<file path="src/rtl/pipeline_hazard_ctrl.sv">
// pipeline_hazard_ctrl: stall/flush sequencer for the 5-stage OTTER pipeline.
// Resolves load-use, redirect and slow-data-memory hazards that forwarding cannot.
module pipeline_hazard_ctrl #(
  parameter int LOAD_STALL_CYCLES = 1,
  parameter int MEM_TIMEOUT       = 15,
  parameter int CNT_W             = 16
) (
  input  logic             CLK,
  input  logic             RST,
  input  logic [4:0]       ID_RS1,
  input  logic [4:0]       ID_RS2,
  input  logic             ID_USES_RS1,
  input  logic             ID_USES_RS2,
  input  logic [4:0]       EX_RD,
  input  logic             EX_MEMREAD,
  input  logic [1:0]       EX_PCSOURCE,
  input  logic             MEM_REQ,
  input  logic             MEM_READY,
  output logic             PC_WRITE,
  output logic             IF_ID_WRITE,
  output logic             IF_ID_FLUSH,
  output logic             ID_EX_FLUSH,
  output logic             PIPE_HOLD,
  output logic             BUS_ERR,
  output logic [CNT_W-1:0] STALL_COUNT,
  output logic [CNT_W-1:0] FLUSH_COUNT
);

  typedef enum logic [1:0] {
    S_RUN        = 2'd0,
    S_LOAD_STALL = 2'd1,
    S_MEM_WAIT   = 2'd2
  } state_t;

  typedef enum logic [1:0] {
    C_PASS  = 2'd0,
    C_HOLD  = 2'd1,
    C_FLUSH = 2'd2,
    C_STALL = 2'd3
  } cls_t;

  localparam logic [7:0]       TIMEOUT_C = 8'(MEM_TIMEOUT);
  localparam logic [7:0]       LS_LAST_C = 8'(LOAD_STALL_CYCLES - 1);
  localparam logic [CNT_W-1:0] CNT_ONE   = CNT_W'(1);

  state_t           state_q, state_d;
  logic [7:0]       cnt_q, cnt_d;
  logic             bus_err_q, bus_err_d;
  logic             mask_q, mask_d;
  logic [CNT_W-1:0] stall_cnt_q, stall_cnt_d;
  logic [CNT_W-1:0] flush_cnt_q, flush_cnt_d;
  cls_t             cls;
  logic             do_run;

  logic load_use, redirect, mem_wait;

  assign load_use = EX_MEMREAD && (EX_RD != 5'd0) &&
                    ((ID_USES_RS1 && (ID_RS1 == EX_RD)) ||
                     (ID_USES_RS2 && (ID_RS2 == EX_RD)));
  assign redirect = (EX_PCSOURCE != 2'd0);
  // mask_q abandons the access for the single cycle after a timeout
  assign mem_wait = MEM_REQ && !MEM_READY && !mask_q;

  always_comb begin
    state_d     = state_q;
    cnt_d       = cnt_q;
    bus_err_d   = bus_err_q;
    mask_d      = 1'b0;
    stall_cnt_d = stall_cnt_q;
    flush_cnt_d = flush_cnt_q;
    cls         = C_PASS;
    do_run      = 1'b0;

    case (state_q)
      S_MEM_WAIT: begin
        if (mem_wait) begin
          cls = C_HOLD;
          if (cnt_q >= TIMEOUT_C) begin
            bus_err_d = 1'b1;
            mask_d    = 1'b1;
            cnt_d     = 8'd0;
            state_d   = S_RUN;
          end else begin
            cnt_d = cnt_q + 8'd1;
          end
        end else begin
          do_run = 1'b1;
        end
      end
      S_LOAD_STALL: begin
        if (mem_wait) begin
          cls = C_HOLD;
        end else if (redirect) begin
          cls         = C_FLUSH;
          flush_cnt_d = flush_cnt_q + CNT_ONE;
          cnt_d       = 8'd0;
          state_d     = S_RUN;
        end else begin
          cls         = C_STALL;
          stall_cnt_d = stall_cnt_q + CNT_ONE;
          if (cnt_q == LS_LAST_C) begin
            cnt_d   = 8'd0;
            state_d = S_RUN;
          end else begin
            cnt_d = cnt_q + 8'd1;
          end
        end
      end
      default: do_run = 1'b1;
    endcase

    if (do_run) begin
      state_d = S_RUN;
      if (mem_wait) begin
        cls     = C_HOLD;
        cnt_d   = 8'd1;
        state_d = S_MEM_WAIT;
      end else if (redirect) begin
        cls         = C_FLUSH;
        flush_cnt_d = flush_cnt_q + CNT_ONE;
      end else if (load_use) begin
        cls         = C_STALL;
        stall_cnt_d = stall_cnt_q + CNT_ONE;
        if (LOAD_STALL_CYCLES > 1) begin
          cnt_d   = 8'd1;
          state_d = S_LOAD_STALL;
        end
      end
    end
  end

  always_ff @(posedge CLK or negedge RST) begin
    if (!RST) begin
      state_q     <= S_RUN;
      cnt_q       <= 8'd0;
      bus_err_q   <= 1'b0;
      mask_q      <= 1'b0;
      stall_cnt_q <= '0;
      flush_cnt_q <= '0;
    end else begin
      state_q     <= state_d;
      cnt_q       <= cnt_d;
      bus_err_q   <= bus_err_d;
      mask_q      <= mask_d;
      stall_cnt_q <= stall_cnt_d;
      flush_cnt_q <= flush_cnt_d;
    end
  end

  // While in reset the pipeline is held empty: fetch frozen, both latches flushed
  always_comb begin
    PC_WRITE    = 1'b1;
    IF_ID_WRITE = 1'b1;
    IF_ID_FLUSH = 1'b0;
    ID_EX_FLUSH = 1'b0;
    PIPE_HOLD   = 1'b0;
    if (!RST) begin
      PC_WRITE    = 1'b0;
      IF_ID_WRITE = 1'b0;
      IF_ID_FLUSH = 1'b1;
      ID_EX_FLUSH = 1'b1;
    end else begin
      case (cls)
        C_HOLD: begin
          PC_WRITE    = 1'b0;
          IF_ID_WRITE = 1'b0;
          PIPE_HOLD   = 1'b1;
        end
        C_FLUSH: begin
          IF_ID_FLUSH = 1'b1;
          ID_EX_FLUSH = 1'b1;
        end
        C_STALL: begin
          PC_WRITE    = 1'b0;
          IF_ID_WRITE = 1'b0;
          ID_EX_FLUSH = 1'b1;
        end
        default: ;
      endcase
    end
  end

  assign BUS_ERR     = bus_err_q;
  assign STALL_COUNT = stall_cnt_q;
  assign FLUSH_COUNT = flush_cnt_q;

endmodule

</file>
<file path="config.mk">
export PLATFORM = sky130hd
export DESIGN_NAME = pipeline_hazard_ctrl
export DESIGN_NICKNAME = d
export VERILOG_FILES = /design/src/rtl/pipeline_hazard_ctrl.sv
export SDC_FILE = /design/constraint.sdc
export NUM_CORES = 1
export LEC_CHECK = 0
export CAP_MARGIN = 5
export CORE_MARGIN = 5
export CORE_UTILIZATION = 50
export CTS_BUF_LIST = sky130_fd_sc_hd__clkbuf_8
export CTS_CLUSTER_DIAMETER = 80
export DETAILED_ROUTE_END_ITERATION = 8
export PLACE_DENSITY = 0.84
export RECOVER_POWER = 100
export REMOVE_ABC_BUFFERS = 1
export SYNTH_ARGS = -nofsm -noshare
export SYNTH_HDL_FRONTEND = slang
export SYNTH_SLANG_ARGS = --single-unit
</file>
<file path="constraint.sdc">
create_clock -name CLK -period 6.7 [get_ports CLK]
set_input_delay 1.34 -clock CLK [delete_from_list [all_inputs] [get_ports CLK]]
set_output_delay 1.34 -clock CLK [all_outputs]
set_load 0.01 [all_outputs]
</file>
* Word level (Yosys, flattened, before mapping)
Cells that the tools add are included.
** Storage, ports and cells
- Output and inout port bits :: 38
- Word-level logic and storage cells :: 88
- Flip-flop bits (word level) :: 44
** Cells by class
- Order comparisons :: 1
- Add/sub/neg operators :: 3
- Equal/unequal tests :: 11
- Reduce and logical (&&, ||, !) cells :: 17
- Mux-type cells :: 50
** Operator list (number)
- $mux W16 :: 13
- $mux W8 :: 7
- $add A16 B1 Y16 const B :: 2
- $mux W2 :: 12
- $pmux W8 S2 :: 1
- $mux W1 :: 14
- $eq A5 B5 Y1 :: 2
- $ne A3 B3 Y1 const B :: 3
- $add A8 B1 Y8 const B :: 1
- $ge A8 B4 Y1 const B :: 1
- $logic_not A8 Y1 :: 1
- $pmux W2 S2 :: 2
- $eq A2 B2 Y1 const B :: 3
- $logic_and A1 B1 Y1 :: 6
- $reduce_and A5 Y1 :: 1
- $reduce_bool A5 Y1 :: 1
- $eq A2 B1 Y1 const B :: 2
- $ne A4 B4 Y1 const B :: 1
- $reduce_or A2 Y1 :: 2
- $reduce_and A3 Y1 :: 1
- $reduce_bool A3 Y1 :: 1
- $logic_not A1 Y1 :: 2
- $pmux W1 S2 :: 1
- $reduce_bool A2 Y1 :: 1
- $logic_or A1 B1 Y1 :: 1

* Depth between registers and ports, before layout
Gate-level depths: netlist of run 1.
- Depth after elaboration :: 13
- Mapped depth :: 7

* Least setup slack after synthesis of run 1
No wires, ideal clock.
- Path kind :: input port to output port
- From :: input port EX_RD[1]
- To :: output port PC_WRITE
- Arrival time :: 2.878 ns
- Data required time :: 5.360 ns
- Stages :: 6
- Path buffers :: 2
- Slack :: 2.482 ns
- Cells stage by stage :: or4_1 o21ai_1 buf_4 nor2_1 a21oi_1 buf_4
** On the way
- Word-level cells in the longest chain between the ends :: 12
** RTL lines
- start: declaration :: line 14 : input logic [4:0] EX_RD,
- $eq A5 B5 Y1 (on tied branches) :: line 58, 59
- $logic_and A1 B1 Y1 (on tied branches) :: line 58, 59
- $logic_or A1 B1 Y1 :: line 58 : ((ID_USES_RS1 && (ID_RS1 == EX_RD)) ||
- $logic_and A1 B1 Y1 (*) :: line 57 : assign load_use = EX_MEMREAD && (EX_RD != 5'd0) &&
- $mux W2 (*) :: line 121 : end else if (load_use) begin
- $mux W2 (*) :: line 118 : end else if (redirect) begin
- $mux W2 (*) :: line 114 : if (mem_wait) begin
- $mux W2 (*) :: line 112 : if (do_run) begin
- $eq A2 B1 Y1 or $eq A2 B2 Y1 (tied branches)
- $reduce_or A2 Y1 (no source line) (*)
- $mux W1 (*) (2 in series)
- end: declaration :: line 19 : output logic PC_WRITE,
Mark *: on every way between the ends. The rest lies on a longest branch, timed or not.

* Final worst setup path of run 1
- From :: input port EX_RD[1]
- To :: output port PC_WRITE
** On the way
- Word-level cells in the longest chain between the ends :: 12
** RTL lines
- $eq A5 B5 Y1 (on tied branches) :: line 58, 59
- $logic_and A1 B1 Y1 (on tied branches) :: line 58, 59
- $logic_or A1 B1 Y1 :: line 58
- $logic_and A1 B1 Y1 (*) :: line 57
- $mux W2 (*) :: line 121
- $mux W2 (*) :: line 118
- $mux W2 (*) :: line 114
- $mux W2 (*) :: line 112
- $eq A2 B1 Y1 or $eq A2 B2 Y1 (tied branches) :: line 163 : case (cls)
- $reduce_or A2 Y1 (no source line) (*)
- $mux W1 (*) :: line 163
- $mux W1 (*) :: line 157 : if (!RST) begin
Marks and branches as above.

==> results of run 1 <==
[registers in the layout, indices dropped and copies added (netlist names)]
name / count
cnt_q: 8
BUS_ERR: 1
FLUSH_COUNT: 16
mask_q: 1
state_q: 1
STALL_COUNT: 16
[through the flow]
stage	setup slack, ps	cells	hold WS (ps)	area (um^2)
5_1_grt	868	312	474	2860
4_1_cts	1520	312	473	2890
2_1_floorplan	2250	190	454	2110
6_report	1070	312	462	2860
3_3_place_gp	1610	304	455	2800
3_5_place_dp	1530	304	458	2800
[critical path, delay by kind of cell]
| family | cells | cell delay [ps] |
|---|---|---|
| AO/OA/AOI/OAI | 2 | 1280 |
| buffers and inverters | 2 | 1230 |
| AND/OR/NAND/NOR | 2 | 250 |
| XOR/XNOR | 1 | 180 |
[per-layer routing]
metal,vias up,global-route usage (%)
li1,834,-
met3,3,7.52
met1,775,20.7
met2,50,27.9
met5,-,0
met4,0,3.50
[cell families after synthesis]
group | share of synthesized area, %
adder cells (fa/ha/maj) | 1.75
flip-flops | 50.2
XOR/XNOR | 16.3
AND/OR/NAND/NOR | 24.7
multiplexers | 1.52
AO/OA/AOI/OAI | 3.91
buffers and inverters | 1.58
[cell type report]
cell class	instances	area (um^2)	area share, %
clock inverters	3	16.3	0.569
flip-flops and latches	43	1080	37.6
clock buffers	5	68.8	2.41
inverters	1	3.75	0.131
well taps	50	62.6	2.19
repair buffers	64	624	21.8
multi-input cells	146	1010	35.2
[power by group through the flow]
stage | combinational (W) | sequential, W | clock [W]
6_report | 0.000135 | 0.000322 | 0.000159
5_1_grt | 0.000147 | 0.000327 | 0.000176
4_1_cts | 0.000147 | 0.000323 | 0.000164
3_5_place_dp | 0.000147 | 0.000328 | 0
3_3_place_gp | 0.000142 | 0.000328 | 0
2_1_floorplan | 0.0000563 | 0.000332 | 0
[path summary, 6_finish.rpt]
check / cells after the start / slack, ps / to
min reg2reg: 1 / 460 / FLUSH_COUNT[15]
max: 7 / 1070 / PC_WRITE
min: 1 / 460 / FLUSH_COUNT[15]
max in group asynchronous: 2 / 5220 / STALL_COUNT[0]
min in group asynchronous: 2 / 1110 / cnt_q[3]
max reg2reg: 5 / 4750 / STALL_COUNT[15]
[cells in the final DEF (no fill, tap or decap), types with 2 or more instances in the layout]
cell type,count
clkbuf_8,5
nor3_1,9
nor2_1,7
nand4_1,10
nor4_1,10
nand3_1,11
buf_4,2
xnor2_1,11
and4_1,3
xor2_1,29
mux2_2,2
dfrtp_1,43
and3_1,5
ha_1,3
o21ai_0,3
clkdlybuf4s50_1,20
nand2_1,17
dlygate4sd3_1,40
a21oi_1,3
and2_0,4
inv_1,2
==> metrics, run 1 <==
status=complete, no violations; Yosys reg bits=43; commonest cells in the synthesized netlist=dfrtp_1 (43), xor2_1 (29), nand2_1 (17), nand3_1 (11), xnor2_1 (11); Post-CTS Setup Bufs=0; worst-path fanout max=16; Pwr Total=0.000615 W; count leader, synth=dfrtp_1; first-pass GRT wire length=7.42 mm; final wirelength=around 4.3 mm; Switch Pwr=0.000181 W; layout cell share with drive strength beyond 1=6.11%; CP cell instances=dlygate4sd3_1, xor2_1, nor4_1, a32oi_1, nor2_1, a21oi_1, dlygate4sd3_1; clock skew=3.91 ps; M1 wire length=1.89 mm; DRT Pass-1 Iters=4; HP Start=FLUSH_COUNT[15]; gpl congestion=0.763; post-layout utilization of the core=between 60% and 70%; clock period minus worst slack=5630 ps; met2 WL=1.94 mm; Worst slew margin=a little over a tenth; CTS H-Tree Depth=2; Synth Cell Area=between 2000 and 2500 um^2; Die Width=between 70 and 80 um; Ant. Diodes=0; Final ANT Viol Nets=0; DR WL met3=411 um; Post-synth ARST share=100%; post-synth top area cell=dfrtp_1; Startpoint Class=input port; core area=4090 um^2; top cell type's share of synthesized area=50.2%; # nets final=288; Post-synth EDFFs=0; post-cts sizing count=0; RSZ-0062 raised after global routing=false; via-per-instance ratio=roughly 5.3; CTS sink count=43; Sw Share=29.4%; initial DRC count=50; overall routing resource usage=16.9%; Chip Height=~75 um; Worst EP required=about 5400 ps; leakage=around 1.4 nW; Syn Area/Cell=11.0 um^2; Primary FF master, synth=dfrtp_1; detailed-placement wirelength estimate=between 3 and 4 mm; max incr delay on CP=1060 ps; GRT overflow=0; Synth area leaders=dfrtp_1 (50%), xor2_1 (12%), xnor2_1 (4.5%); Int Power=about 0.00043 W; largest net degree at the start of global routing=47; die area=5700 um^2; Max clock buf depth=2; top routing layer used=met4; Fin Setup TNS=0 ps; clock share of power=25.8%; Worst setup startpoint=EX_RD[1]; Synth Warn #=0; # hold bufs at CTS=0; Port Buf Inserts=61; Initial Util=52.4%; row count=23; Tightest Pin Transition=1340 ps; reg2reg start=mask_q; Max-Cap Viols=0; fin crit share=84.0%; # DRC=0; CTS buffer count=5; Clk Tree Root Cell=clkbuf_8; CP arrival=4290 ps; # IOs=62; worst skew pair latency=290 ps; Fillers=343; CTS tree=done; DR WL/cell=13.7 um; maximum clock rate=178 MHz; Crit-path slowest cell=a32oi_1; number of global-route vias before repair=1696; Combinational Power Share=21.9%; Max VDD drop=141 uV; Final setup viols=0; CP Capture Type=output port; initial antenna violation count=0; most used cell, CP=dlygate4sd3_1; Final Hold Vio Count=0; sequential-to-total area share from yosys stat=50.2%; P per Cell Area=215 nW/um^2; sequential power share=52.3%; via count=approximately 1700; clock-pin slew of the registers on the worst-case setup and hold paths=80 ps; Crit Path Class=in2out; Synth cell types=38; Synth Instances=194; area delta synth->final=33.4%; worst min-delay path category=reg2reg; pins over their slew limit=0
Power figures use the tool's default switching activity.
==> inputs of run 2 (changes only) <==
--- a/config.mk
+++ b/config.mk
@@ -7,11 +7,11 @@
 export LEC_CHECK = 0
 export CAP_MARGIN = 5
 export CORE_MARGIN = 5
-export CORE_UTILIZATION = 50
+export CORE_UTILIZATION = 44
 export CTS_BUF_LIST = sky130_fd_sc_hd__clkbuf_8
 export CTS_CLUSTER_DIAMETER = 80
 export DETAILED_ROUTE_END_ITERATION = 8
-export PLACE_DENSITY = 0.84
+export PLACE_DENSITY = 0.78
 export RECOVER_POWER = 100
 export REMOVE_ABC_BUFFERS = 1
 export SYNTH_ARGS = -nofsm -noshare
==> constraint.sdc (replaced) <==
create_clock -name CLK -period 4.52 [get_ports CLK]
set_input_delay 0.904 -clock CLK [delete_from_list [all_inputs] [get_ports CLK]]
set_output_delay 0.904 -clock CLK [all_outputs]
set_load 0.01 [all_outputs]
==> metrics, run 2 (synthesis gave the netlist of run 1 again) <==
clock-pin slew of the registers on the worst-case setup and hold paths=90 ps; reg2reg start=mask_q; CTS buffer count=5; area delta synth->final=34.4%; # IOs=62; # hold bufs at CTS=0; clock skew=9.64 ps; CTS H-Tree Depth=2; sequential power share=about 50%; Tightest Pin Transition=between 1500 and 2000 ps; worst skew pair latency=310 ps; fin crit share=89.4%; RSZ-0062 raised after global routing=false; die area=between 6000 and 7000 um^2; CTS tree=done; layout cell share with drive strength beyond 1=about 5.7%; Max VDD drop=156 uV; Startpoint Class=input port; clock period minus worst slack=4040 ps; Ant. Diodes=0; Int Power=0.000648 W; Worst slew margin=-23.1%; Max-Cap Viols=1; detailed-placement wirelength estimate=3.71 mm; fin cells=331; DR WL/cell=roughly 15 um; clock share of power=a little over a quarter; CP Capture Type=output port; CP arrival=3140 ps; worst-path fanout max=3; # DRC=0; first-pass GRT wire length=a little over 8 mm; initial antenna violation count=0; number of global-route vias before repair=1730; post-cts sizing count=0; via count=approximately 1700; leakage=1.39 nW; largest net degree at the start of global routing=36; Crit Path Class=in2out; Die Width=between 70 and 80 um; crit path capture=IF_ID_WRITE; most frequent cells in the layout=dfrtp_1 (43), dlygate4sd3_1 (38), xor2_1 (29), clkdlybuf4s50_1 (22), nand2_1 (17); overall routing resource usage=16.3%; via-per-instance ratio=~5.2; Fillers=406; Chip Height=79.8 um; # nets final=290; placed cell count=between 300 and 400; final wirelength=between 4 and 5 mm; Final Hold Vio Count=0; Switch Pwr=0.000286 W; Max clock buf depth=2; Clk Tree Root Cell=clkbuf_8; worst min-delay path category=reg2reg; Combinational Power Share=21.5%; Worst R2R Path Depth=6; flop2flop setup slack=roughly 2400 ps; Initial Util=45.4%; Fin Setup TNS=0 ps; initial DRC count=67; pins over their slew limit=36; Worst EP required=3620 ps; Final ANT Viol Nets=0; Final WS setup=between 400 and 500 ps; CTS sink count=between 40 and 50; P per Cell Area=324 nW/um^2; Port Buf Inserts=61; Final setup viols=0; DP Worst Slack=612 ps; GRT overflow=0; gpl congestion=0.783; row count=25; failing checks=max-capacitance violations, max-slew violations; Sw Share=between 30% and 40%; core area=4720 um^2; Post-CTS Setup Bufs=0; status=complete, but fails checks; Worst R2R End=FLUSH_COUNT[15]; maximum clock rate=247 MHz; commonest non-fill, non-tap cell in the layout=dfrtp_1; Worst setup startpoint=EX_RD[3]; DRT Pass-1 Iters=4
## run 2: changes by cell type in the layout (fill, tap and decap cells not counted), moves of 2 or more
cell,before,now
and2_1,1,3
and2_0,4,2
clkdlybuf4s50_1,20,22
clkbuf_1,1,4
nor4_1,10,12
dlygate4sd3_1,40,38
## run 2: layout make-up
type	instances	area [um^2]	share of cell area (%)
flip-flops and latches	43	1080	37.4
multi-input cells	146	993	34.5
repair buffers	66	631	21.9
clock inverters	3	23.8	0.825
inverters	1	3.75	0.130
clock buffers	5	68.8	2.39
well taps	67	83.8	2.91
## run 2: power groups by stage
stage	Combinational, W	Clock (W)	Sequential [W]
finish	0.000201	0.000256	0.000478
global route	0.000221	0.000278	0.000487
CTS	0.000221	0.000261	0.000480
detailed placement	0.000221	0	0.000488
global placement	0.000214	0	0.000485
floorplan	0.0000835	0	0.000493
## run 2: how the worst min path moves through the flow
stage	start	to	slack (ps)	cells past startpoint
after CTS	RST	STALL_COUNT[13]	450	1
after global routing	BUS_ERR	BUS_ERR	490	1
after detailed placement	FLUSH_COUNT[15]	FLUSH_COUNT[15]	460	1
after floorplan	cnt_q[4]	cnt_q[4]	450	1
final	FLUSH_COUNT[15]	FLUSH_COUNT[15]	470	1
after global placement	FLUSH_COUNT[15]	FLUSH_COUNT[15]	460	1
## run 2: per-stage QoR
stage	util, %	area (um^2)	total power, W	hold WS, ps
after global routing	61.0	2880	0.000986	494
after floorplan	-	2110	0.000576	454
after CTS	62.1	2930	0.000963	448
after detailed placement	60.1	2840	0.000709	458
final	61.0	2880	0.000934	467
after global placement	60.1	2840	0.000699	455
## run 2: critical path, stage by stage
cell and delay [ps]:
clkdlybuf4s50_1 460, xor2_1 200, nor4_1 390, a32oi_2 180, nor2_1 250, a21oi_1 120
dlygate4sd3_1 630
## run 2: per-layer routing
layer  part of all wire, %  vias to the layer above  GRT usage, %  wire length, um
met5                     0                        -             0                0
met4                   2.2                        0          6.76              107
met3                   7.3                       16          5.42              349
met2                    49                       56          27.5             2340
met1                    42                      803          19.0             2010
li1                      -                      833             -                -
